## src/rtl/uart_pkg.sv

```systemverilog
// Shared UART definitions: default bit timing, word length and receiver state encoding.
// Used by the transmitter and the receiver.
package uart_pkg;

  localparam int unsigned CLK_DIV_DEF  = 104;
  localparam int unsigned WORD_LEN_DEF = 8;

  typedef enum logic [2:0] {
    IDLE  = 3'd0,
    START = 3'd1,
    DATA  = 3'd2,
    STOP  = 3'd3,
    DONE  = 3'd4
  } uart_state_e;

  // Completion events, registered and presented for exactly one cycle.
  typedef struct packed {
    logic dv;
    logic frame_err;
  } uart_rx_evt_t;

endpackage

```

## src/rtl/uart_sync.sv

```systemverilog
// Two-flop synchronizer for a single asynchronous bit.
// Both flops reset to p_RST_VAL.
module uart_sync #(
  parameter logic p_RST_VAL = 1'b1
) (
  input  logic i_clk,
  input  logic i_rst_n,
  input  logic i_d,
  output logic o_q
);

  logic meta;

  always_ff @(posedge i_clk or negedge i_rst_n) begin
    if (!i_rst_n) begin
      meta <= p_RST_VAL;
      o_q  <= p_RST_VAL;
    end else begin
      meta <= i_d;
      o_q  <= meta;
    end
  end

endmodule

```

## src/rtl/uart_rx.sv

```systemverilog
// UART receiver: start-bit centre alignment, p_WORD_LEN+1 data bits, one stop bit.
// Define UART_RX_PARITY_EN to check bit p_WORD_LEN as even parity over the lower bits.
module uart_rx
  import uart_pkg::*;
#(
  parameter int unsigned p_CLK_DIV  = CLK_DIV_DEF,
  parameter int unsigned p_WORD_LEN = WORD_LEN_DEF
) (
  input  logic                  i_clk,
  input  logic                  i_rst_n,
  input  logic                  i_rx,
  output logic [p_WORD_LEN:0]   o_data,
  output logic                  o_dv,
  output logic                  o_active,
  output logic                  o_frame_err,
  output logic                  o_parity_err
);

  localparam int CNT_W = $clog2(p_CLK_DIV) + 1;
  localparam int BIT_W = $clog2(p_WORD_LEN) + 1;
  localparam logic [CNT_W-1:0] HALF = CNT_W'(p_CLK_DIV / 2);
  localparam logic [CNT_W-1:0] FULL = CNT_W'(p_CLK_DIV);
  localparam logic [BIT_W-1:0] LAST = BIT_W'(p_WORD_LEN);

  logic                rx_s, rx_prev_q, fall;
  logic [2:0]          warm_q;
  uart_state_e         state_q, state_d;
  logic [CNT_W-1:0]    clk_cnt_q, clk_cnt_d;
  logic [BIT_W-1:0]    bit_cnt_q, bit_cnt_d;
  logic [p_WORD_LEN:0] shadow_q, shadow_d, data_q;
  logic                load;
  logic                active_q, active_d;
  uart_rx_evt_t        evt_q, evt_d;

  uart_sync #(.p_RST_VAL(1'b1)) u_sync (
    .i_clk   (i_clk),
    .i_rst_n (i_rst_n),
    .i_d     (i_rx),
    .o_q     (rx_s)
  );

  // Edge detection stays disarmed until the synchronizer and rx_prev hold real
  // line samples, so a line caught low at reset release is not taken as a start.
  assign fall = warm_q[2] & rx_prev_q & ~rx_s;

  always_comb begin
    state_d   = state_q;
    clk_cnt_d = clk_cnt_q;
    bit_cnt_d = bit_cnt_q;
    shadow_d  = shadow_q;
    evt_d     = '0;
    load      = 1'b0;
    case (state_q)
      IDLE: begin
        clk_cnt_d = '0;
        bit_cnt_d = '0;
        if (fall) state_d = START;
      end
      START: begin
        if (clk_cnt_q == HALF) begin
          clk_cnt_d = '0;
          state_d   = rx_s ? IDLE : DATA;
        end else begin
          clk_cnt_d = clk_cnt_q + CNT_W'(1);
        end
      end
      DATA: begin
        if (clk_cnt_q == FULL) begin
          clk_cnt_d = '0;
          for (int i = 0; i <= int'(p_WORD_LEN); i++)
            if (bit_cnt_q == BIT_W'(i)) shadow_d[i] = rx_s;
          if (bit_cnt_q == LAST) state_d = STOP;
          else                   bit_cnt_d = bit_cnt_q + BIT_W'(1);
        end else begin
          clk_cnt_d = clk_cnt_q + CNT_W'(1);
        end
      end
      STOP: begin
        if (clk_cnt_q == FULL) begin
          clk_cnt_d = '0;
          state_d   = DONE;
          if (rx_s) begin
            load     = 1'b1;
            evt_d.dv = 1'b1;
          end else begin
            evt_d.frame_err = 1'b1;
          end
        end else begin
          clk_cnt_d = clk_cnt_q + CNT_W'(1);
        end
      end
      DONE:    state_d = IDLE;
      default: state_d = IDLE;
    endcase
    active_d = (state_d == START) || (state_d == DATA) || (state_d == STOP);
  end

  always_ff @(posedge i_clk or negedge i_rst_n) begin
    if (!i_rst_n) begin
      state_q   <= IDLE;
      clk_cnt_q <= '0;
      bit_cnt_q <= '0;
      shadow_q  <= '0;
      data_q    <= '0;
      active_q  <= 1'b0;
      evt_q     <= '0;
      rx_prev_q <= 1'b1;
      warm_q    <= '0;
    end else begin
      state_q   <= state_d;
      clk_cnt_q <= clk_cnt_d;
      bit_cnt_q <= bit_cnt_d;
      shadow_q  <= shadow_d;
      active_q  <= active_d;
      evt_q     <= evt_d;
      rx_prev_q <= rx_s;
      warm_q    <= {warm_q[1:0], 1'b1};
      if (load) data_q <= shadow_q;
    end
  end

`ifdef UART_RX_PARITY_EN
  logic par_err_q, par_err_d;

  // Parity is only judged on frames that are delivered, alongside o_dv.
  always_comb begin
    par_err_d = 1'b0;
    if (load) par_err_d = shadow_q[p_WORD_LEN] ^ (^shadow_q[p_WORD_LEN-1:0]);
  end

  always_ff @(posedge i_clk or negedge i_rst_n) begin
    if (!i_rst_n) par_err_q <= 1'b0;
    else          par_err_q <= par_err_d;
  end

  assign o_parity_err = par_err_q;
`else
  assign o_parity_err = 1'b0;
`endif

  assign o_data      = data_q;
  assign o_dv        = evt_q.dv;
  assign o_frame_err = evt_q.frame_err;
  assign o_active    = active_q;

endmodule

```

## config.mk

```make
export PLATFORM = sky130hd
export DESIGN_NAME = uart_rx
export DESIGN_NICKNAME = d
export VERILOG_FILES = /design/src/rtl/uart_pkg.sv /design/src/rtl/uart_sync.sv /design/src/rtl/uart_rx.sv
export SDC_FILE = /design/constraint.sdc
export NUM_CORES = 1
export LEC_CHECK = 0
export ABC_AREA = 1
export CORE_MARGIN = 2
export CORE_UTILIZATION = 34
export CTS_CLUSTER_SIZE = 14
export DETAILED_ROUTE_END_ITERATION = 7
export SKIP_LAST_GASP = 1
export SYNTH_ARGS = -nofsm -noshare
export SYNTH_HDL_FRONTEND = slang
export SYNTH_SLANG_ARGS = --single-unit
```

## constraint.sdc

```tcl
create_clock -name i_clk -period 4.6 [get_ports i_clk]
set_input_delay 0.46 -clock i_clk [delete_from_list [all_inputs] [get_ports i_clk]]
set_output_delay 0.46 -clock i_clk [all_outputs]
set_load 0.05 [all_outputs]
```

==> impl_table.tex, run 1 <==
\begin{tabular}{lr}
\hline
Metric & Value \\
\hline
\multicolumn{2}{l}{\textbf{Setup path}} \\
\quad Endpoint of the most critical setup path & o\_data[7] \\
\quad Critical path fanouts, max & 2 \\
\quad Total buffers and inverters traversed by the critical path & 1 \\
\quad Required @ worst endpoint & 4.14 ns \\
\quad Levels on crit path & 1 \\
\quad Setup crit start & o\_data[7] \\
\quad Critical Path End Type & output port \\
\quad Delay of the slowest cell on the worst path & 0.81 ns \\
\quad Arrival time worst endpoint & 1.47 ns \\
\quad Gate family responsible for the most delay along the worst path & buffers and inverters \\
\quad End of the worst register-to-register path & bit\_cnt\_q[1] \\
\quad Crit-path slowest cell & sky130\_fd\_sc\_hd\_\_clkdlybuf4s50\_1 \\
\quad Launch point of the worst reg-to-reg path & clk\_cnt\_q[0] \\
\quad FF-to-FF setup slack & 2.75 ns \\
\quad Startpoint kind of the worst setup timing path & register \\
\quad FF-to-FF path depth & 8 \\
\quad Startpoint-to-endpoint class of the critical path & reg2out \\
\quad CP cell instances & clkdlybuf4s50\_1 \\
\multicolumn{2}{l}{\textbf{Clock tree}} \\
\quad H-tree level count & 2 \\
\quad Number of hold buffers added after CTS & 0 \\
\quad Gates resized, CTS repair & 0 \\
\quad Maximum clock insertion buffer count & 2 \\
\quad Clock tree from TritonCTS & yes \\
\quad Clock Sinks & 42 \\
\quad Clock slew at reported path FFs & 0.08 ns \\
\quad Number of buffers inserted during clock tree synthesis & 5 \\
\quad Later-pin clock latency in the skew report & 0.29 ns \\
\quad Root Buffer Master & sky130\_fd\_sc\_hd\_\_clkbuf\_8 \\
\quad Post-CTS setup repair buffer count & 0 \\
\multicolumn{2}{l}{\textbf{Pwr}} \\
\quad Static leakage & 1.23 nW \\
\quad Peak ir drop on the vdd network & 0.145 mV \\
\quad PD cells & 328 mW/mm² \\
\quad Total power consumption of the routed design & 816 µW \\
\multicolumn{2}{l}{\textbf{Floorplan}} \\
\quad Core footprint & 0.00635 mm² \\
\quad Initial core utilization & 35.2\% \\
\quad Die height & 85.1 µm \\
\quad DIE AREA & 0.00724 mm² \\
\quad Die W & 85.1 µm \\
\quad Number of placement rows & 29 \\
\quad Total I/O pin count & 16 \\
\multicolumn{2}{l}{\textbf{Timing}} \\
\quad Pin slew with the least headroom to its limit & 0.912 ns \\
\quad Worst clock skew on the final layout & 0.00799 ns \\
\quad Max transition margin & 39.2\% \\
\quad Sum of negative setup slack & 0 ns \\
\quad Minimum clock period after layout & 1.93 ns \\
\quad Unrepaired setup endpoints after global routing & no \\
\quad Max Freq & 0.517 GHz \\
\quad Tcrit/Tclk final & 42.0\% \\
\quad Final setup vio count & 0 \\
\quad Hold Vio Cnt, Final & 0 \\
\quad Number of pins exceeding their max-slew limit in the final report & 0 \\
\multicolumn{2}{l}{\textbf{Placed design}} \\
\quad Gpl congestion & 0.888 \\
\quad Placed wire-length estimate & 2.89 mm \\
\quad Input/output buffers & 14 \\
\multicolumn{2}{l}{\textbf{Global route}} \\
\quad Wire length of the first global-routing pass & 7.58 mm \\
\quad Total routing usage reported by global routing & 13.2\% \\
\quad Vias in the first global route & 1621 \\
\quad Pin count of the biggest net entering global routing & 43 \\
\quad Total gr overflow & 0 \\
\quad Number of antenna violations at the first check in global routing & 0 \\
\multicolumn{2}{l}{\textbf{Run}} \\
\quad Number of max-cap violations & 0 \\
\multicolumn{2}{l}{\textbf{Drt}} \\
\quad Number of DRC markers in iteration 0 & 114 \\
\quad Wire length per cell after detailed routing & 11.1 µm \\
\quad DRT antenna net count & 0 \\
\quad Routed Wire Length & 4.01 mm \\
\quad Via total after detailed routing & 1644 \\
\quad Total iterations of the first detailed-routing run & 4 \\
\quad Number of remaining DRC errors & 0 \\
\quad Via count normalized by instance count & 4.55 \\
\multicolumn{2}{l}{\textbf{Logic synthesis}} \\
\quad Synthesis-stage register bit count & 42 \\
\quad Post-Synthesis Net Count & 279 \\
\quad Area of the mapped netlist & 0.00224 mm² \\
\quad Sequential element share of the synthesized area & 47.1\% \\
\quad Number of library cell types mapped by synthesis & 27 \\
\quad Synthesized area divided by synthesized cell count & 8.29 µm² \\
\quad Number of synthesis warnings & 0 \\
\quad Post-synthesis cell count & 270 \\
\multicolumn{2}{l}{\textbf{Layout}} \\
\quad Layout net count & 292 \\
\quad Sequential cell area & 0.00105 mm² \\
\quad Combined area of the multi-input logic cells & 937 µm² \\
\quad Fraction of final layout cells with drive strength greater than 1 & 12.0\% \\
\quad Number of diodes added for antenna fixing & 0 \\
\quad Layout overhead on the synthesized area & 11.2\% \\
\quad Fill cell instance count of the final layout & 624 \\
\quad Post-route core utilization & 39.2\% \\
\multicolumn{2}{l}{\textbf{Outcome}} \\
\quad Result of the run & completed \\
\multicolumn{2}{l}{\textbf{Min path}} \\
\quad Worst min path class & in2async \\
\hline
\end{tabular}
-- power by group --
part	internal (mW)	total, mW	switching (mW)
combinational	0.0525	0.146	0.0938
clock	0.121	0.242	0.121
sequential	0.395	0.428	0.0325
total	0.569	0.816	0.247
-- layout make-up --
type,count,area share [%]
multi-input cells,175,37.7
clock buffers,7,3.47
repair buffers,14,5.43
flip-flops and latches,42,42.4
inverters,45,6.99
well taps,77,3.87
clock inverters,1,0.201
-- cell usage after synthesis (all sizes together) --
library cell | n | area share, %
xor2 | 3 | 1.2
o21ai | 25 | 7.1
inv | 44 | 7.6
buf | 8 | 3.2
clkinv | 1 | 0.17
nor2 | 27 | 5.6
conb | 2 | 0.34
o211ai | 2 | 0.67
nor3 | 1 | 0.73
dfstp | 3 | 3.5
dfrtp | 39 | 44
nand3b | 1 | 0.89
nand4 | 15 | 4.5
nand2 | 79 | 14
nand3 | 14 | 3.7
ha | 6 | 3.4
-- stage by stage --
| step | setup slack, ns | instance area, µm² | std cells | hold slack, ns |
|---|---|---|---|---|
| floorplan | 3.16 | 2240 | 270 | 0.164 |
| global placement | 2.84 | 2400 | 353 | 0.333 |
| detailed placement | 2.78 | 2400 | 353 | 0.345 |
| CTS | 2.65 | 2490 | 361 | 0.333 |
| global route | 2.46 | 2490 | 361 | 0.360 |
| finish | 2.67 | 2490 | 361 | 0.281 |
-- state kept, by name (all words and copies together) (netlist names) --
name	cells
o_data	9
shadow_q	9
clk_cnt_q	8
bit_cnt_q	4
state_q	3
warm_q	3
o_active	1
o_dv	1
o_frame_err	1
rx_prev_q	1
u_sync.meta	1
u_sync.o_q	1
-- routing by layer --
layer / routed length [µm] / track usage (%) / up-vias
li1: - / - / 863
met1: 2040 / 18.1 / 753
met2: 1750 / 20.1 / 22
met3: 140 / 3.31 / 6
met4: 76 / 4.76 / 0
met5: 0 / 0 / -
-- worst min-delay path by stage --
stage | from | endpoint | slack, ns
after detailed placement | warm_q[0] | warm_q[1] | 0.34
after CTS | i_rst_n | shadow_q[5] | 0.33
after floorplan | i_rst_n | bit_cnt_q[0] | 0.16
after global placement | warm_q[1] | warm_q[2] | 0.33
after global routing | u_sync.meta | u_sync.o_q | 0.36
final | i_rst_n | clk_cnt_q[4] | 0.28
-- logic make-up after synthesis --
group / Yosys count / synth area share, %
other: 2 / 0.336
adder cells (fa/ha/maj): 6 / 3.36
AO/OA/AOI/OAI: 27 / 7.77
AND/OR/NAND/NOR: 137 / 29.3
flip-flops: 42 / 47.1
buffers and inverters: 53 / 11.0
XOR/XNOR: 3 / 1.17
-- layout by cell type, fill, tap and decap left out, drive strengths merged --
cell type and count:
buf 1, clkbuf 7, clkdlybuf4s50 13, clkinv 2, conb 2, dfrtp 39, dfstp 3, ha 6
inv 44, nand2 79, nand3 14, nand3b 1, nand4 15, nor2 27, nor3 1, o211ai 2
o21ai 25, xor2 3
Note: power is estimated with default switching activity, not from simulation.
==> run 2, diff against run 1 <==
clock period = 1.75 ns   (was 4.6 ns; I/O delays follow)
==> impl_table.tex, run 2 (synthesis gave the netlist of run 1 again) <==
\begin{tabular}{lr}
\hline
Metric & Value \\
\hline
\multicolumn{2}{l}{\textbf{Floorplan}} \\
\quad Initial core utilization & 35.2\% (unchanged) \\
\quad Die W & 85.1 µm (unchanged) \\
\quad Number of placement rows & 29 (unchanged) \\
\quad Die height & 85.1 µm (unchanged) \\
\quad Total I/O pin count & 16 (unchanged) \\
\quad DIE AREA & 0.00724 mm² (unchanged) \\
\quad Core footprint & 0.00635 mm² (unchanged) \\
\multicolumn{2}{l}{\textbf{Drt}} \\
\quad Total met3 wirelength after detailed routing & 113 µm (-19\%) \\
\quad Wire length on met1 & 2.07 mm (+1.2\%) \\
\quad Top layer used by detailed routing & met4 \\
\quad Met2 wirelength from detailed routing & 1.72 mm (-1.4\%) \\
\quad Number of remaining DRC errors & 0 (unchanged) \\
\quad Number of DRC markers in iteration 0 & 73 (-36\%) \\
\quad DRT antenna net count & 0 (unchanged) \\
\quad Via count normalized by instance count & 4.47 (-1.9\%) \\
\quad Via total after detailed routing & 1639 (-0.30\%) \\
\quad Wire length per cell after detailed routing & 10.8 µm (-3.0\%) \\
\quad Total iterations of the first detailed-routing run & 4 (unchanged) \\
\quad Routed Wire Length & 3.95 mm (-1.4\%) \\
\multicolumn{2}{l}{\textbf{Global route}} \\
\quad Pin count of the biggest net entering global routing & 23 (-47\%) \\
\quad Number of antenna violations at the first check in global routing & 0 (unchanged) \\
\quad Wire length of the first global-routing pass & 7.02 mm (-7.4\%) \\
\quad Total routing usage reported by global routing & 12.0\% (-1.2 points) \\
\quad Total gr overflow & 0 (unchanged) \\
\quad Vias in the first global route & 1571 (-3.1\%) \\
\multicolumn{2}{l}{\textbf{Setup path}} \\
\quad Setup crit start & o\_data[7] \\
\quad Delay of the slowest cell on the worst path & 0.81 ns (about the same) \\
\quad Total buffers and inverters traversed by the critical path & 1 (unchanged) \\
\quad FF-to-FF path depth & 9 (+1) \\
\quad Critical path fanouts, max & 2 (unchanged) \\
\quad Arrival time worst endpoint & 1.46 ns (about the same) \\
\quad Startpoint kind of the worst setup timing path & register \\
\quad Launch point of the worst reg-to-reg path & clk\_cnt\_q[0] \\
\quad Startpoint-to-endpoint class of the critical path & reg2out \\
\quad Gate family responsible for the most delay along the worst path & buffers and inverters \\
\quad Critical Path End Type & output port \\
\quad Levels on crit path & 1 (unchanged) \\
\quad CP cell instances & clkdlybuf4s50\_1 \\
\quad Required @ worst endpoint & 1.57 ns (-2.57 ns) \\
\quad Crit-path slowest cell & sky130\_fd\_sc\_hd\_\_clkdlybuf4s50\_1 \\
\multicolumn{2}{l}{\textbf{Min path}} \\
\quad Worst min path class & in2reg \\
\quad Hold path startpoint & i\_rx \\
\quad Instance count along the most critical hold path & 1 \\
\multicolumn{2}{l}{\textbf{Layout}} \\
\quad Number of diodes added for antenna fixing & 0 (unchanged) \\
\quad Fraction of final layout cells with drive strength greater than 1 & 13.8\% (+1.8 points) \\
\quad Final Non-Filler Cells & 367 (+1.7\%) \\
\quad Layout overhead on the synthesized area & 14.9\% \\
\quad Most common library cell in the layout ignoring fill and taps & sky130\_fd\_sc\_hd\_\_nand2\_1 \\
\quad Layout net count & 298 (+2.1\%) \\
\quad Post-route core utilization & 40.5\% (+1.3 points) \\
\quad Most frequent cells in the layout & 75 x sky130\_fd\_sc\_hd\_\_nand2\_1, 41 x sky130\_fd\_sc\_hd\_\_inv\_1, 39 x sky130\_fd\_sc\_hd\_\_dfrtp\_1 \\
\multicolumn{2}{l}{\textbf{Pwr}} \\
\quad Total power consumption of the routed design & 2.28 mW (+180\%) \\
\quad Static leakage & 1.27 nW (+3.0\%) \\
\quad Peak ir drop on the vdd network & 0.594 mV (+310\%) \\
\quad PD cells & 889 mW/mm² (+170\%) \\
\multicolumn{2}{l}{\textbf{Timing}} \\
\quad Tcrit/Tclk final & 93.7\% \\
\quad Final setup vio count & 0 (unchanged) \\
\quad Final worst hold slack & 0.288 ns (+0.00672 ns) \\
\quad Unrepaired setup endpoints after global routing & no \\
\quad Pin slew with the least headroom to its limit & 0.529 ns (-0.383 ns) \\
\quad Sum of negative setup slack & 0 ns (unchanged) \\
\quad Max transition margin & 64.8\% (+26 points) \\
\quad Hold Vio Cnt, Final & 0 (unchanged) \\
\quad Worst clock skew on the final layout & 0.00826 ns (+0.000264 ns) \\
\quad Max Freq & 0.610 GHz \\
\quad Minimum clock period after layout & 1.64 ns \\
\quad Number of pins exceeding their max-slew limit in the final report & 0 (unchanged) \\
\multicolumn{2}{l}{\textbf{Clock tree}} \\
\quad Later-pin clock latency in the skew report & 0.29 ns (about the same) \\
\quad Root Buffer Master & sky130\_fd\_sc\_hd\_\_clkbuf\_8 \\
\quad H-tree level count & 2 (unchanged) \\
\quad Clock tree from TritonCTS & yes \\
\quad Clock slew at reported path FFs & 0.08 ns (about the same) \\
\quad Post-CTS setup repair buffer count & 0 (unchanged) \\
\quad Clock Sinks & 42 (unchanged) \\
\quad Number of buffers inserted during clock tree synthesis & 5 (unchanged) \\
\quad Maximum clock insertion buffer count & 2 (unchanged) \\
\multicolumn{2}{l}{\textbf{Placed design}} \\
\quad Number of cells after detailed placement & 358 (+1.4\%) \\
\quad Placed wire-length estimate & 2.89 mm (about the same) \\
\quad Input/output buffers & 14 (unchanged) \\
\quad Gpl congestion & 0.847 (-4.6\%) \\
\multicolumn{2}{l}{\textbf{Run}} \\
\quad Number of max-cap violations & 0 (unchanged) \\
\multicolumn{2}{l}{\textbf{Outcome}} \\
\quad Result of the run & completed \\
\hline
\end{tabular}
## run 2: worst paths after layout
kind	endpoint	slack (ns)
max in group asynchronous	rx_prev_q	0.79
worst max register to register	o_active	0.16
worst min-delay path	u_sync.meta	0.29
worst min register to register	warm_q[2]	0.36
worst max-delay path	o_data[7]	0.11
min in group asynchronous	clk_cnt_q[6]	0.38
## run 2: layout make-up
class                           instances  area, µm²
Clock buffer                            6       72.6
Clock inverter                          2       37.5
Sequential cell                        42       1050
Multi-Input combinational cell        175        940
Fill cell                             620       3780
Timing Repair Buffer                   20        195
Tap cell                               77       96.3
Inverter                               45        174
## run 2: metrics by stage
step           setup slack [ns]  instance area [µm²]
3_3_place_gp              0.244                 2450
2_1_floorplan             0.306                 2240
3_5_place_dp              0.209                 2450
6_report                  0.111                 2570
4_1_cts                  0.0944                 2570
5_1_grt                 0.00689                 2570
## run 2: power breakdown
part	internal [mW]	leakage, nW	switching, mW	total, mW
registers	1.04	0.556	0.0822	1.12
logic	0.147	0.662	0.254	0.401
clock network	0.426	0.0514	0.337	0.763
total	1.61	1.27	0.673	2.28
## run 2: timing repair
| action | CTS | global route |
|---|---|---|
| setup endpoints to repair | 0 | 2 |
| hold endpoints to repair | 21 | 0 |
| gates resized for setup | 0 | 1 |
| hold buffers | 1 | 0 |
## run 2: layer usage
| layer | up-vias | global-route usage (%) |
|---|---|---|
| met5 | - | 0 |
| met3 | 2 | 2.63 |
| met2 | 21 | 18.8 |
| li1 | 877 | - |
| met1 | 739 | 16.3 |
| met4 | 0 | 4.33 |
==> run 3, diff against run 2 <==
GPL_TIMING_DRIVEN = 0   (was default)
==> impl_table.tex, run 3 (synthesis gave the netlist of run 1 again) <==
\begin{tabular}{lr}
\hline
Metric & Value \\
\hline
\multicolumn{2}{l}{\textbf{Drt}} \\
\quad Number of DRC markers in iteration 0 & 79 (+8.2\%) \\
\quad Via count normalized by instance count & 4.53 (+1.5\%) \\
\quad Met2 wirelength from detailed routing & 1.82 mm (+5.5\%) \\
\quad Top layer used by detailed routing & met4 \\
\quad Via total after detailed routing & 1682 (+2.6\%) \\
\quad Number of remaining DRC errors & 0 (unchanged) \\
\quad Wire length on met1 & 2.04 mm (-1.4\%) \\
\quad Total met3 wirelength after detailed routing & 152 µm (+35\%) \\
\quad Wire length per cell after detailed routing & 11.0 µm (+2.0\%) \\
\quad DRT antenna net count & 0 (unchanged) \\
\quad Routed Wire Length & 4.08 mm (+3.1\%) \\
\quad Total iterations of the first detailed-routing run & 4 (unchanged) \\
\multicolumn{2}{l}{\textbf{Setup path}} \\
\quad Critical path fanouts, max & 2 (unchanged) \\
\quad Startpoint-to-endpoint class of the critical path & reg2out \\
\quad Setup crit start & o\_data[7] \\
\quad Total buffers and inverters traversed by the critical path & 1 (unchanged) \\
\quad Crit-path slowest cell & sky130\_fd\_sc\_hd\_\_clkdlybuf4s50\_1 \\
\quad CP cell instances & clkdlybuf4s50\_1 \\
\quad Required @ worst endpoint & 1.57 ns (about the same) \\
\quad Gate family responsible for the most delay along the worst path & buffers and inverters \\
\quad Launch point of the worst reg-to-reg path & clk\_cnt\_q[0] \\
\quad Levels on crit path & 1 (unchanged) \\
\quad Arrival time worst endpoint & 1.46 ns (about the same) \\
\quad Delay of the slowest cell on the worst path & 0.80 ns (about the same) \\
\quad Startpoint kind of the worst setup timing path & register \\
\quad Critical Path End Type & output port \\
\quad FF-to-FF path depth & 9 (unchanged) \\
\multicolumn{2}{l}{\textbf{Global route}} \\
\quad Total gr overflow & 0 (unchanged) \\
\quad Pin count of the biggest net entering global routing & 24 (+4.3\%) \\
\quad Wire length of the first global-routing pass & 7.50 mm (+6.8\%) \\
\quad Total routing usage reported by global routing & 12.9\% (+0.95 points) \\
\quad Number of antenna violations at the first check in global routing & 0 (unchanged) \\
\quad Vias in the first global route & 1606 (+2.2\%) \\
\multicolumn{2}{l}{\textbf{Pwr}} \\
\quad Peak ir drop on the vdd network & 0.547 mV (-8.0\%) \\
\quad Static leakage & 1.30 nW (+2.1\%) \\
\quad PD cells & 879 mW/mm² (-1.1\%) \\
\multicolumn{2}{l}{\textbf{Min path}} \\
\quad Hold path startpoint & i\_rx \\
\quad Instance count along the most critical hold path & 1 (unchanged) \\
\quad Worst min path class & in2reg \\
\multicolumn{2}{l}{\textbf{Timing}} \\
\quad Final setup vio count & 0 (unchanged) \\
\quad Sum of negative setup slack & 0 ns (unchanged) \\
\quad Number of pins exceeding their max-slew limit in the final report & 0 (unchanged) \\
\quad Tcrit/Tclk final & 93.7\% (about the same) \\
\quad Minimum clock period after layout & 1.64 ns (+0.000310 ns) \\
\quad Hold Vio Cnt, Final & 0 (unchanged) \\
\quad Worst clock skew on the final layout & 0.00809 ns (-0.000172 ns) \\
\quad Max transition margin & 66.1\% (+1.3 points) \\
\quad Unrepaired setup endpoints after global routing & no \\
\quad Max Freq & 0.610 GHz (about the same) \\
\quad Pin slew with the least headroom to its limit & 0.509 ns (-0.0197 ns) \\
\quad Setup ws final & 0.110 ns (-0.000310 ns) \\
\multicolumn{2}{l}{\textbf{Placed design}} \\
\quad Placed wire-length estimate & 3.04 mm (+5.0\%) \\
\quad Input/output buffers & 14 (unchanged) \\
\quad Gpl congestion & 0.860 (+1.6\%) \\
\quad Number of cells after detailed placement & 362 (+1.1\%) \\
\quad Worst-case setup slack after placement & 0.138 ns (-0.0710 ns) \\
\quad Instance area after placement & 0.00250 mm² (+2.0\%) \\
\multicolumn{2}{l}{\textbf{Clock tree}} \\
\quad Clock tree from TritonCTS & yes \\
\quad Clock Sinks & 42 (unchanged) \\
\quad Root Buffer Master & sky130\_fd\_sc\_hd\_\_clkbuf\_8 \\
\quad H-tree level count & 2 (unchanged) \\
\quad Maximum clock insertion buffer count & 2 (unchanged) \\
\quad Clock slew at reported path FFs & 0.08 ns (about the same) \\
\quad Later-pin clock latency in the skew report & 0.29 ns (about the same) \\
\quad Number of buffers inserted during clock tree synthesis & 5 (unchanged) \\
\multicolumn{2}{l}{\textbf{Layout}} \\
\quad Fraction of final layout cells with drive strength greater than 1 & 15.3\% (+1.5 points) \\
\quad Most frequent cells in the layout & 75 x sky130\_fd\_sc\_hd\_\_nand2\_1, 41 x sky130\_fd\_sc\_hd\_\_inv\_1, 39 x sky130\_fd\_sc\_hd\_\_dfrtp\_1 \\
\quad Most common library cell in the layout ignoring fill and taps & sky130\_fd\_sc\_hd\_\_nand2\_1 \\
\quad Final design area excluding fillers & 0.00262 mm² (+2.0\%) \\
\quad Number of diodes added for antenna fixing & 0 (unchanged) \\
\quad Final Non-Filler Cells & 371 (+1.1\%) \\
\quad Layout overhead on the synthesized area & 17.2\% \\
\quad Layout net count & 302 (+1.3\%) \\
\quad Sequential cell area & 0.00105 mm² (unchanged) \\
\quad Combined area of the multi-input logic cells & 942 µm² (+0.27\%) \\
\quad Fill cell instance count of the final layout & 631 (+1.8\%) \\
\multicolumn{2}{l}{\textbf{Run}} \\
\quad Number of max-cap violations & 0 (unchanged) \\
\multicolumn{2}{l}{\textbf{Floorplan}} \\
\quad Total I/O pin count & 16 (unchanged) \\
\quad DIE AREA & 0.00724 mm² (unchanged) \\
\quad Die height & 85.1 µm (unchanged) \\
\quad Die W & 85.1 µm (unchanged) \\
\quad Initial core utilization & 35.2\% (unchanged) \\
\quad Number of placement rows & 29 (unchanged) \\
\quad Core footprint & 0.00635 mm² (unchanged) \\
\multicolumn{2}{l}{\textbf{Outcome}} \\
\quad Result of the run & completed \\
\hline
\end{tabular}
run 3: cell types whose count changed in the layout (fill, tap and decap cells not counted):
cell	before	now
sky130_fd_sc_hd__buf_6	0	3
sky130_fd_sc_hd__buf_12	1	0
sky130_fd_sc_hd__buf_16	0	1
sky130_fd_sc_hd__buf_4	4	5
sky130_fd_sc_hd__ha_1	6	5
sky130_fd_sc_hd__ha_2	0	1
run 3: worst paths after layout:
path / endpoint / slack, ns
max reg2reg: o_active / 0.17
min in group asynchronous: o_data[1] / 0.38
min reg2reg: warm_q[1] / 0.35
max: o_data[7] / 0.11
max in group asynchronous: state_q[1] / 0.89
min: u_sync.meta / 0.29
run 3: worst reg2reg max path, delay by kind of cell, from the launching register on:
| kind | cells | cell delay, ns |
|---|---|---|
| and+or+nand+nor | 7 | 0.71 |
| DFF | 1 | 0.42 |
| adders and majority gates | 1 | 0.22 |
| buffers and inverters | 1 | 0.13 |
run 3: stage by stage:
stage	power, mW	hold WS [ns]	util, %
finish	2.30	0.285	41.3
global route	2.44	0.271	41.3
CTS	2.33	0.275	41.2
detailed placement	1.56	0.185	39.3
global placement	1.54	0.334	39.0
floorplan	1.44	-0.121	-
run 3: repair_timing:
| item | in CTS | in global routing |
|---|---|---|
| setup buffers | 0 | 0 |
| endpoints found under the hold margin | 16 | 0 |
| gates resized for setup | 0 | 2 |
| endpoints found under the setup margin | 0 | 6 |
| hold buffers | 1 | 0 |
run 3: metal layers:
layer  track usage, %  up-vias
li1                 -      883
met3             3.40        6
met4             4.33        0
met1             17.6      766
met2             20.0       27
met5                0        -
run 3: cell type report:
cell class,instances,area share (%)
buffer,8,2.72
clock buffer,6,2.77
clock inverter,2,1.43
inverter,45,6.63
multi-input combinational,175,35.9
sequential,42,40.2
tap,77,3.68
timing repair buffer,16,6.59
run 3: power by group:
group	leakage [nW]	internal (mW)	switching [mW]
registers	0.556	1.04	0.0617
logic	0.688	0.167	0.276
clock network	0.0514	0.426	0.335
total	1.30	1.63	0.673
==> RTL change 1 (flow settings as in run 3) <==
`p_RST_VAL` is set to 1'b1 in 2 places; all go to 1'b0.
--- a/src/rtl/uart_sync.sv
+++ b/src/rtl/uart_sync.sv
@@ -2,5 +2,5 @@
 // Both flops reset to p_RST_VAL.
 module uart_sync #(
-  parameter logic p_RST_VAL = 1'b1
+  parameter logic p_RST_VAL = 1'b0
 ) (
   input  logic i_clk,
--- a/src/rtl/uart_rx.sv
+++ b/src/rtl/uart_rx.sv
@@ -33,5 +33,5 @@
   uart_rx_evt_t        evt_q, evt_d;
 
-  uart_sync #(.p_RST_VAL(1'b1)) u_sync (
+  uart_sync #(.p_RST_VAL(1'b0)) u_sync (
     .i_clk   (i_clk),
     .i_rst_n (i_rst_n),
Check against the original RTL: no difference found for any inputs over 10 cycles, from zero or initial values and one cycle with i_rst_n low; that may be too few to reach the edited logic, so the function may still have changed.
==> RTL change 1 against run 3 <==
- synthesized cell count is the same
- register-to-register slack lost 30 ps
- global-route usage is 0.52 points lower
- sequential power hardly changed
- setup slack lost 11 ps
- fmax decreased by 0.64%
- critical path depth is the same
- combinational power down 2%
- design area decreased by 1.1%
- sequential cell count unchanged
- worst hold slack lost 83 ps
- area after synthesis fell by 0.11%
- wire length fell by 2.0%
- total power shrank 5.2%
- critical endpoint unchanged
- highest routed layer unchanged
==> RTL change 1: results (changes against run 3) <==
* Top cells by area, synth: dfrtp_1, nand2_1, inv_1
* RR Endpoint: o_active
* Reg2reg setup slack at 140 ps (-30 ps)
* Post-CTS Setup Bufs at 0 (unchanged)
* Final std cells w/o fill at 371 (unchanged)
* Cell count after placement at 362 (unchanged)
* Hold slack at 203 ps (-82.6 ps)
* Worst path max stage delay at a little over 800 ps
* ANT cells at 0 (unchanged)
* Longest Clk Path Bufs at 2 (unchanged)
* Final WL at 3.99 mm (-2.0%)
* FILL cells at 620 (-1.7%)
* Met1 usage at 17.6% (-0.018 points)
* Vias per cell at 4.50 (-0.77%)
* TritonCTS buffer count at 5 (unchanged)
* Clock skew at 4.01 ps (-4.08 ps)
* Warning count from the yosys run at 0 (unchanged)
* Number of H-tree levels at 2 (unchanged)
* Final setup vio count at 0 (unchanged)
* Cell Area, Placed at 2490 µm² (-0.40%)
* Root buf cell: clkbuf_8
* Layout cell share with drive strength beyond 1 at 14.3% (-1.0 points)
* Worst endpoint data arrival time at 1480 ps (+20 ps)
* R2R Path Start: clk_cnt_q[0]
* Outcome: finished, final reports clean
* VDD IR max at 369 µV (-33%)
* Final Wtd Congestion at 0.845 (-1.8%)
* Initial drt markers at 116 (+47%)
* Cts hold-fix bufs at 1 (unchanged)
* Critical Path Start: o_data[7]
* Sequential area share after synthesis at 47.1% (-0.059 points)
* First-pass GRT wire length at 7.18 mm (-4.3%)
* Met3 usage at 3.02% (-0.39 points)
* Commonest cells in the synthesized netlist: nand2_1, dfrtp_1, inv_1
* Nets at 302 (unchanged)
* Number of global-route vias before repair at 1580 (-1.6%)
* Ys async rst share at 100% (unchanged)
* Critical Path End: o_data[7]
* Largest net degree at the start of global routing at 41 (+71%)
* Static Leakage at 1.29 nW (-0.32%)
* HP Class: input pin to async pin
* Dpl hpwl at 2.84 mm (-6.7%)
* Met2 Resource Use GR at 17.9% (-2.1 points)
* Pre-CTS setup slack at 133 ps (-5.16 ps)
* GRT Total Usage at 12.4% (-0.52 points)
==> RTL change 1: cell types whose count changed in the layout (fill, tap and decap cells not counted), sizes merged <==
cell | before | now
clkinv | 1 | 2
dfstp | 3 | 1
dfrtp | 39 | 41
bufinv | 1 | 0
==> RTL change 1: metrics by stage <==
stage	TNS (ps)	total power (W)
after floorplan	0	0.00144
after global placement	-24170	0.00154
after detailed placement	0	0.00155
after CTS	0	0.00222
after global routing	0	0.00233
final	0	0.00218
==> RTL change 1: layer usage <==
metal	wire length (µm)	share of wire (%)
met1	2060	52
met2	1730	43
met3	133	3.3
met4	70	1.8
met5	0	0
==> RTL change 1: area by class of cell <==
| class | count | area, µm² | share of cell area, % |
|---|---|---|---|
| tap | 77 | 96.3 | 3.72 |
| inverter | 45 | 174 | 6.71 |
| buffer | 8 | 71.3 | 2.75 |
| clock inverter | 2 | 12.5 | 0.483 |
| sequential | 42 | 1050 | 40.6 |
| clock buffer | 6 | 82.6 | 3.19 |
| multi-input combinational | 175 | 937 | 36.2 |
| timing repair buffer | 16 | 165 | 6.37 |
==> RTL change 1: cell families (layout without fill, tap and decap cells) <==
family / count (synthesis) / after routing / share of synthesized area [%]
adders and majority gates: 6 / 6 / 3.36
AOI/OAI and AO/OA: 27 / 27 / 7.78
DFF: 42 / 42 / 47.1
and+or+nand+nor: 137 / 137 / 29.3
xor gates and xnor gates: 3 / 3 / 1.18
other: 2 / 2 / 0.336
buffers and inverters: 53 / 77 / 11.0
==> RTL change 1: power by group <==
part | total (W) | internal, W | leakage (nW) | switching [W]
Combinational | 0.000435 | 0.000160 | 0.686 | 0.000275
Sequential | 0.00110 | 0.00104 | 0.559 | 0.0000606
Clock | 0.000652 | 0.000317 | 0.0472 | 0.000335
==> RTL change 2 (config.mk and constraints of run 3) <==
Made on the original files. Add an input register stage for `i_rx`; this delays it by one clock.
--- a/src/rtl/uart_rx.sv
+++ b/src/rtl/uart_rx.sv
@@ -23,4 +23,10 @@
   localparam logic [BIT_W-1:0] LAST = BIT_W'(p_WORD_LEN);
 
+  logic i_rx_q;
+
+  always_ff @(posedge i_clk) begin
+    i_rx_q <= i_rx;
+  end
+
   logic                rx_s, rx_prev_q, fall;
   logic [2:0]          warm_q;
@@ -36,5 +42,5 @@
     .i_clk   (i_clk),
     .i_rst_n (i_rst_n),
-    .i_d     (i_rx),
+    .i_d     (i_rx_q),
     .o_q     (rx_s)
   );
Formal check against the unedited RTL: not equivalent (a bounded check fails within 10 cycles, from zero or initial values and one cycle with i_rst_n low).
==> RTL change 2 against run 3 <==
- first-iteration DRC count up 89%
- total power up 7.2%
- count of clock-buffer cells in the layout unchanged
- area after synthesis down 0.34%
- sequential cell count up 1
- worst hold slack worse by 47 ps
- register-to-register slack worse by 20 ps
- via count up 0.18%
- setup slack about the same
- wire length up 0.25%
- non-clock buffer count down 1
- design area up 0.48%
- highest routed layer unchanged
==> RTL change 2: results (changes against run 3) <==
* Synth Area in XOR/XNOR at 1.57% (+0.40 points)
* Met1 WL at 2.05 mm (+0.79%)
* Cell count after placement at 365 (+0.83%)
* HP Class: input pin to async pin
* Clock skew at 12.6 ps (+4.49 ps)
* Cell type of the slowest stage on the worst timing path: clkdlybuf4s50_1
* Complex-gate fraction of the synthesized area at 7.18% (-0.59 points)
* Clock group at 0.000922 W (+21%)
* First-pass GRT wire length at 7.18 mm (-4.2%)
* Wire per inst at 10.9 µm (-0.56%)
* Slew HR at 66.3% (+0.27 points)
* Commonest cells in the synthesized netlist: nand2_1, inv_1, dfrtp_1
* DR WL met3 at 151 µm (-0.66%)
* Sw Pwr at 0.000692 W (+2.9%)
* Largest net degree at the start of global routing at 38 (+58%)
* Pre-CTS setup slack at 29.7 ps (-108 ps)
* VDD IR max at 424 µV (-22%)
* Dpl hpwl at 2.88 mm (-5.3%)
* Cts hold-fix bufs at 1 (unchanged)
* Met2 Wirelength at 1.81 mm (-0.50%)
* Nets at 305 (+0.99%)
* Top layer in use: met4
* Top cells by area, synth: dfrtp_1, nand2_1, inv_1
* CTS clk-pin slew, worst paths at roughly 90 ps
* TritonCTS buffer count at 5 (unchanged)
* Number of global-route vias before repair at 1625 (+1.2%)
* Outcome: finished, final reports clean
* Initial antenna violation count at 0 (unchanged)
* Met3 usage at 2.63% (-0.78 points)
* Layout cell share with drive strength beyond 1 at 14.1% (-1.2 points)
* Post-CTS sizing at 1 (+1)
* Met2 Resource Use GR at 19.2% (-0.85 points)
* Initial drt markers at 149 (+89%)
* Mapped Nets at 282 (+1.1%)
* DR vias at 1685 (+0.18%)
* Final Wtd Congestion at 0.833 (-3.2%)
* Multiplexer share of the synthesized area at 0% (unchanged)
* Average size of a mapped cell at 8.17 µm² (-1.4%)
* Cell Area, Placed at 2480 µm² (-0.60%)
* Gate power share at 16.4% (-2.8 points)
* Post-Synth Adder-Cell Area at 3.37% (+0.011 points)
* Sequential area share after synthesis at 48.2% (+1.1 points)
* Longest Clk Path Bufs at 2 (unchanged)
* Clock Latency Late Sink at 300 ps
* Ys async rst share at 97.7% (-2.3 points)
* Total power at 0.00247 W (+7.2%)
* GRT Total Usage at 12.4% (-0.55 points)
* Synth unique cells at 28 (+3.7%)
* Ys flop type: dfrtp_1
* Final std cells w/o fill at 374 (+0.81%)
* Met1 usage at 16.5% (-1.1 points)
* Static Leakage at 1.32 nW (+2.1%)
==> RTL change 2: cell count changes after synthesis, moves of 2 or more <==
| cell | delta |
|---|---|
| buf_4 | -2 |
| nor2_1 | +2 |
| inv_1 | +4 |
| buf_2 | +2 |
| o21ai_0 | +7 |
| o21ai_1 | -8 |
==> RTL change 2: area by class of cell <==
type / instances / area, µm²
fillers: 620 / 3720
clock buffers: 6 / 72.6
plain buffers: 7 / 57.6
inverters: 48 / 185
multi-input cells: 175 / 922
repair buffers: 16 / 165
clock inverters: 2 / 60.1
well taps: 77 / 96.3
flip-flops and latches: 43 / 1070
==> RTL change 2: worst paths after layout <==
check | end | cells past startpoint | start | slack [ps]
max in group asynchronous | rx_prev_q | 3 | i_rst_n | 1030
hold / removal | warm_q[1] | 2 | i_rst_n | 240
hold reg to reg | u_sync.meta | 0 | i_rx_q | 300
setup reg to reg | o_active | 9 | clk_cnt_q[0] | 150
setup / recovery | o_data[8] | 1 | o_data[8] | 110
min in group i_clk | u_sync.meta | 0 | i_rx_q | 300
